File: src/rtl/host_copy_sequencer.sv
// Line-at-a-time host memory copy engine driving a single-request memory port.
// Optional cycle counter: define XFER_PERF_CNT_EN to add the perf_cycles port.
module host_copy_sequencer #(
  parameter int ADDR_WIDTH = 64,
  parameter int SIZE_WIDTH = 43,
  parameter int DATA_WIDTH = 512
) (
  input  logic                  clk,
  input  logic                  rst,
  input  logic                  start,
  input  logic                  abort,
  input  logic [ADDR_WIDTH-1:0] src_addr,
  input  logic [ADDR_WIDTH-1:0] dst_addr,
  input  logic [SIZE_WIDTH-1:0] num_lines,
  output logic                  busy,
  output logic                  done,
  output logic [SIZE_WIDTH-1:0] lines_done,
  output logic [1:0]            op,
  output logic [ADDR_WIDTH-1:0] raw_address,
  output logic [DATA_WIDTH-1:0] wr_data,
  input  logic [DATA_WIDTH-1:0] rd_data,
  input  logic                  rd_valid,
  input  logic                  tx_done
`ifdef XFER_PERF_CNT_EN
  ,
  output logic [31:0]           perf_cycles
`endif
);

  // state | meaning
  // IDLE  | waiting for start after reset
  // READ  | read request for src_ptr outstanding
  // RGAP  | one idle cycle between read and write
  // WRITE | write request of buffered line to dst_ptr outstanding
  // WGAP  | one idle cycle after a write, then next line or finish
  // DONE  | job finished or aborted, done held high
  typedef enum logic [2:0] {IDLE, READ, RGAP, WRITE, WGAP, DONE} state_t;

  localparam logic [1:0] OP_NONE = 2'b00;
  localparam logic [1:0] OP_RD   = 2'b01;
  localparam logic [1:0] OP_WR   = 2'b10;
  localparam logic [ADDR_WIDTH-1:0] LINE_BYTES = ADDR_WIDTH'(64);

  state_t                state;
  logic [ADDR_WIDTH-1:0] src_ptr;
  logic [ADDR_WIDTH-1:0] dst_ptr;
  logic [SIZE_WIDTH-1:0] remaining;
  logic                  abort_q;
  logic                  accept;
  logic                  stop_now;
  logic [ADDR_WIDTH-1:0] src_aligned;
  logic [ADDR_WIDTH-1:0] dst_aligned;

  assign accept      = start && (state == IDLE || state == DONE);
  assign stop_now    = abort_q || abort;
  assign src_aligned = {src_addr[ADDR_WIDTH-1:6], 6'b0};
  assign dst_aligned = {dst_addr[ADDR_WIDTH-1:6], 6'b0};

  // wr_data doubles as the one-line buffer; it only changes on a read return.
  always_ff @(posedge clk) begin
    if (rst) begin
      state       <= IDLE;
      src_ptr     <= '0;
      dst_ptr     <= '0;
      remaining   <= '0;
      abort_q     <= 1'b0;
      busy        <= 1'b0;
      done        <= 1'b0;
      lines_done  <= '0;
      op          <= OP_NONE;
      raw_address <= '0;
      wr_data     <= '0;
    end else begin
      if (busy && abort) abort_q <= 1'b1;
      case (state)
        IDLE, DONE: begin
          if (accept) begin
            src_ptr    <= src_aligned;
            dst_ptr    <= dst_aligned;
            remaining  <= num_lines;
            lines_done <= '0;
            abort_q    <= 1'b0;
            if (num_lines == '0) begin
              state <= DONE;
              done  <= 1'b1;
            end else begin
              state       <= READ;
              busy        <= 1'b1;
              done        <= 1'b0;
              op          <= OP_RD;
              raw_address <= src_aligned;
            end
          end
        end
        READ: begin
          if (rd_valid) wr_data <= rd_data;
          if (tx_done) begin
            state <= RGAP;
            op    <= OP_NONE;
          end
        end
        RGAP: begin
          if (stop_now) begin
            state   <= DONE;
            busy    <= 1'b0;
            done    <= 1'b1;
            abort_q <= 1'b0;
          end else begin
            state       <= WRITE;
            op          <= OP_WR;
            raw_address <= dst_ptr;
          end
        end
        WRITE: begin
          if (tx_done) begin
            state      <= WGAP;
            op         <= OP_NONE;
            src_ptr    <= src_ptr + LINE_BYTES;
            dst_ptr    <= dst_ptr + LINE_BYTES;
            remaining  <= remaining - SIZE_WIDTH'(1);
            lines_done <= lines_done + SIZE_WIDTH'(1);
          end
        end
        WGAP: begin
          if (stop_now || remaining == '0) begin
            state   <= DONE;
            busy    <= 1'b0;
            done    <= 1'b1;
            abort_q <= 1'b0;
          end else begin
            state       <= READ;
            op          <= OP_RD;
            raw_address <= src_ptr;
          end
        end
        default: begin
          state <= IDLE;
          busy  <= 1'b0;
          op    <= OP_NONE;
        end
      endcase
    end
  end

`ifdef XFER_PERF_CNT_EN
  always_ff @(posedge clk) begin
    if (rst) begin
      perf_cycles <= '0;
    end else if (accept) begin
      perf_cycles <= '0;
    end else if (busy && perf_cycles != 32'hFFFF_FFFF) begin
      perf_cycles <= perf_cycles + 32'd1;
    end
  end
`endif

endmodule

File: config.mk
export PLATFORM = sky130hd
export DESIGN_NAME = host_copy_sequencer
export DESIGN_NICKNAME = d
export VERILOG_FILES = /design/src/rtl/host_copy_sequencer.sv
export SDC_FILE = /design/constraint.sdc
export NUM_CORES = 2
export LEC_CHECK = 0
export CAP_MARGIN = 20
export CELL_PAD_IN_SITES_DETAIL_PLACEMENT = 2
export CELL_PAD_IN_SITES_GLOBAL_PLACEMENT = 2
export CORE_AREA = 2 2 505 507
export DETAILED_ROUTE_END_ITERATION = 16
export DIE_AREA = 0 0 507 509
export PLACE_DENSITY_LB_ADDON = 0.25
export SLEW_MARGIN = 20
export SYNTH_ARGS = -nofsm -noshare
export SYNTH_HDL_FRONTEND = slang
export SYNTH_SLANG_ARGS = --single-unit
export TNS_END_PERCENT = 5
File: constraint.sdc
create_clock -name clk -period 2.3 [get_ports clk]
set_input_delay 0.46 -clock clk [delete_from_list [all_inputs] [get_ports clk]]
set_output_delay 0.46 -clock clk [all_outputs]
set_load 0.1 [all_outputs]
==> flow_summary.ini <==
[power]
seqPwrFrac_pct = 33.1
finalPower_w = 0.0452
leakage_nw = 21.3
pwr-share-comb_pct = 26.6
p_sw_w = 0.0165
power.density_nw_per_um2 = 795
irDropWorstVdd_mv = 0.513
p_int_w = 0.0287
switching_share_pct = 36.5
clockPowerShare_pct = 40.3

[timing]
rsz0062_at_grt = true
finalMaxSlewViolations = 0
finalHoldViolCount = 0
worst_pin_slew_ps = 997
max_freq_mhz = 390
clock_skew_ps = 33.6
setup_viol = 74
min_period_ps = 2560
fin_ws_ps = -261
period_share_pct = 111
relSlewSlack_pct = 33.6
fin_tns_setup_ps = -11360

[detailed_routing]
dr.pass1.iters = 5
wl_per_cell_um = 29.9
avgViaCountPerCell = 4.23
drt-initial-drc-count = 2019
routed_wl_mm = 278
num_vias = 39400
drt_drc_violations_left = 0
drtAntennaViolNets = 0

[yosys]
synth-seq-area-share_pct = 47.5
synth_enable_flop_cells = 0
syn_nets = 4945
synthTopCellsByArea = dfxtp_1 (47%), nand2_1 (14%), a21oi_1 (9.4%), clkbuf_1 (3.7%), nor2_1 (2.5%)
yosysTopAreaCellShare_pct = 47.5
yosys_register_bits = 781
synth.distinct_cells = 83
synthCells = 4252
async_flop_share_pct = 0
syn-cell-area_um2 = 32900
yosysWarnings = 0
synth-main-ff-cell = dfxtp_1
syn_avg_cell_area_um2 = 7.74
synth_largest_area_cell = dfxtp_1

[worst_setup_path]
cp.arrival_ps = 3230
cp-end-kind = flop
cp_max_fo = 8
r2r_slack_ps = -230
cp.required_ps = 2970
crit_slowest_cell = nor4_1
slowest_delay_ps = 780
crit_type = in -> reg
worstSetupStartpoint = num_lines[29]
r2r-start = remaining[31]
cp_cell_sequence = clkdlybuf4s50_1 -> nor4_1 -> nand4_1 -> o41ai_1 -> buf_4 -> a211oi_4 -> buf_12 -> clkbuf_16 -> a311oi_2
critical_path.endpoint = raw_address[15]
startpoint_type = primary input
r2r-end = raw_address[15]
reg2regPathDepth = 8

[floorplanning]
chipHeight_um = 509
die_area_um2 = 258000
num_rows = 185
die_x_um = 507
initial_core_util_pct = 13.0
pin_count = 1312
coreArea_um2 = 253000

[cts]
clockRootBuffer = clkbuf_16
tritoncts = built
cts_max_level = 3
cts_buffer_depth = 3
clkSinkCount = 781
clkLatencyLatePin_ps = 780
cts_buffers = 109
path_clk_slew_ps = 60

[finish]
syn_to_final_growth_pct = 72.5
final_common_cell = nand2_1
fin_util_pct = 22.5
nets = 6495
drive_gt1_share_pct = 26.2
mostFrequentLayoutCells = nand2_1 (1266), buf_4 (1021), dfxtp_1 (749), clkdlybuf4s50_1 (675), a21oi_1 (613)

[grt]
grt_max_degree = 81
grt_pass1_wl_mm = 367
overflow = 0
grt_pass1_vias = 40900
antenna_found_initial = 183
gr-usage-all-layers_pct = 20.6

[job]
cap_violations = 0

[place]
port_buffers = 1299
hpwl_mm = 230
place_congestion = 0.829

[min_path]
hp-class = in -> reg

[status]
status = complete, but fails checks
failed_checks = setup timing
==> worst min path at each step <==
| stage | from | end | slack (ps) | cells past startpoint |
|---|---|---|---|---|
| after floorplan | remaining[42] | remaining[42] | 430 | 2 |
| after global placement | wr_data[141] | wr_data[141] | 440 | 2 |
| after detailed placement | wr_data[186] | wr_data[186] | 450 | 2 |
| after CTS | rd_data[127] | wr_data[127] | 140 | 3 |
| after global routing | rd_data[476] | wr_data[476] | 190 | 3 |
| final | rd_data[127] | wr_data[127] | 230 | 3 |
==> repair_timing <==
item / CTS / global route
gates cloned: 3 / 2
endpoints found under the setup margin: 375 / 169
hold buffers: 1 / 0
pin swaps: 20 / 13
gates resized for setup: 144 / 90
setup buffers: 2 / 4
endpoints found under the hold margin: 6 / 0
==> logic make-up (layout without fill, tap and decap cells) <==
logic type,after synthesis,in the layout,synth area share (%)
buffers and inverters,381,2022,4.50
flip-flops,781,781,47.5
AND/OR/NAND/NOR,1954,1954,25.7
adder cells (fa/ha/maj),4,4,0.152
XOR/XNOR,51,51,1.36
other,0,48,0
AO/OA/AOI/OAI,1045,1045,19.7
multiplexers,36,36,1.11
==> worst max-delay path, delay by kind of cell <==
family	cells	cell delay, ps
AOI/OAI and AO/OA	3	620
buffers and inverters	4	1030
and+or+nand+nor	2	1080
==> power groups by stage <==
stage                     sequential [W]  combinational [W]  clock (W)
after CTS                         0.0149             0.0121     0.0189
after detailed placement          0.0152             0.0118          0
after floorplan                   0.0192            0.00252          0
after global placement            0.0152             0.0117          0
after global routing              0.0151             0.0126     0.0194
final                             0.0150             0.0120     0.0182
==> final cells by class <==
| cell class | count | area (um2) |
|---|---|---|
| inverters | 25 | 93.8 |
| fillers | 29200 | 196000 |
| well taps | 3366 | 4210 |
| clock inverters | 45 | 547 |
| flip-flops and latches | 781 | 15700 |
| repair buffers | 1795 | 16300 |
| clock buffers | 157 | 3190 |
| diodes | 48 | 120 |
| multi-input cells | 3090 | 16700 |
==> synthesized netlist by cell type (8+ instances only) <==
| cell | number |
|---|---|
| a211oi_1 | 20 |
| a21oi_1 | 616 |
| a221oi_1 | 22 |
| a22oi_1 | 85 |
| a311oi_1 | 43 |
| a311oi_2 | 30 |
| a31oi_1 | 28 |
| and2_1 | 16 |
| and3_1 | 44 |
| and4_1 | 25 |
| buf_1 | 20 |
| clkbuf_1 | 325 |
| dfxtp_1 | 781 |
| inv_1 | 24 |
| mux2i_1 | 33 |
| nand2_1 | 1271 |
| nand3_1 | 86 |
| nand4_1 | 63 |
| nor2_1 | 221 |
| nor3_1 | 91 |
| nor3b_1 | 10 |
| nor4_1 | 52 |
| o21ai_0 | 74 |
| o221ai_1 | 8 |
| o22ai_1 | 25 |
| or2_2 | 8 |
| or3_1 | 23 |
| or4_1 | 12 |
| xnor2_1 | 35 |
| xor2_1 | 16 |
==> layer usage <==
metal  vias to the layer above  part of all wire, %  routed length [um]  track usage, %
li1                      18000                    -                   -               -
met1                     19500                   36              100000            21.5
met2                      1311                   49              138000            36.3
met3                       511                   10               28700            9.35
met4                       132                  4.0               11100            7.66
met5                         -                 0.30                 831               0
==> per-stage QoR <==
stage	worst slack, ps	hold WS (ps)	std cells	area (um2)
floorplan	-99.2	434	4252	33000
global placement	-1990	444	9044	51800
detailed placement	-1480	450	9045	51800
CTS	-233	137	9253	56200
global route	-292	189	9277	56700
finish	-261	232	9307	56800
==> state kept, by name (all words and copies together), names as in the netlist <==
signal and cells:
busy 1, abort_q 1, op 2, done 1, state 3, wr_data 512
lines_done 43, raw_address 59, remaining 43, dst_ptr 58, src_ptr 58
Note: power is estimated with default switching activity, not from simulation.
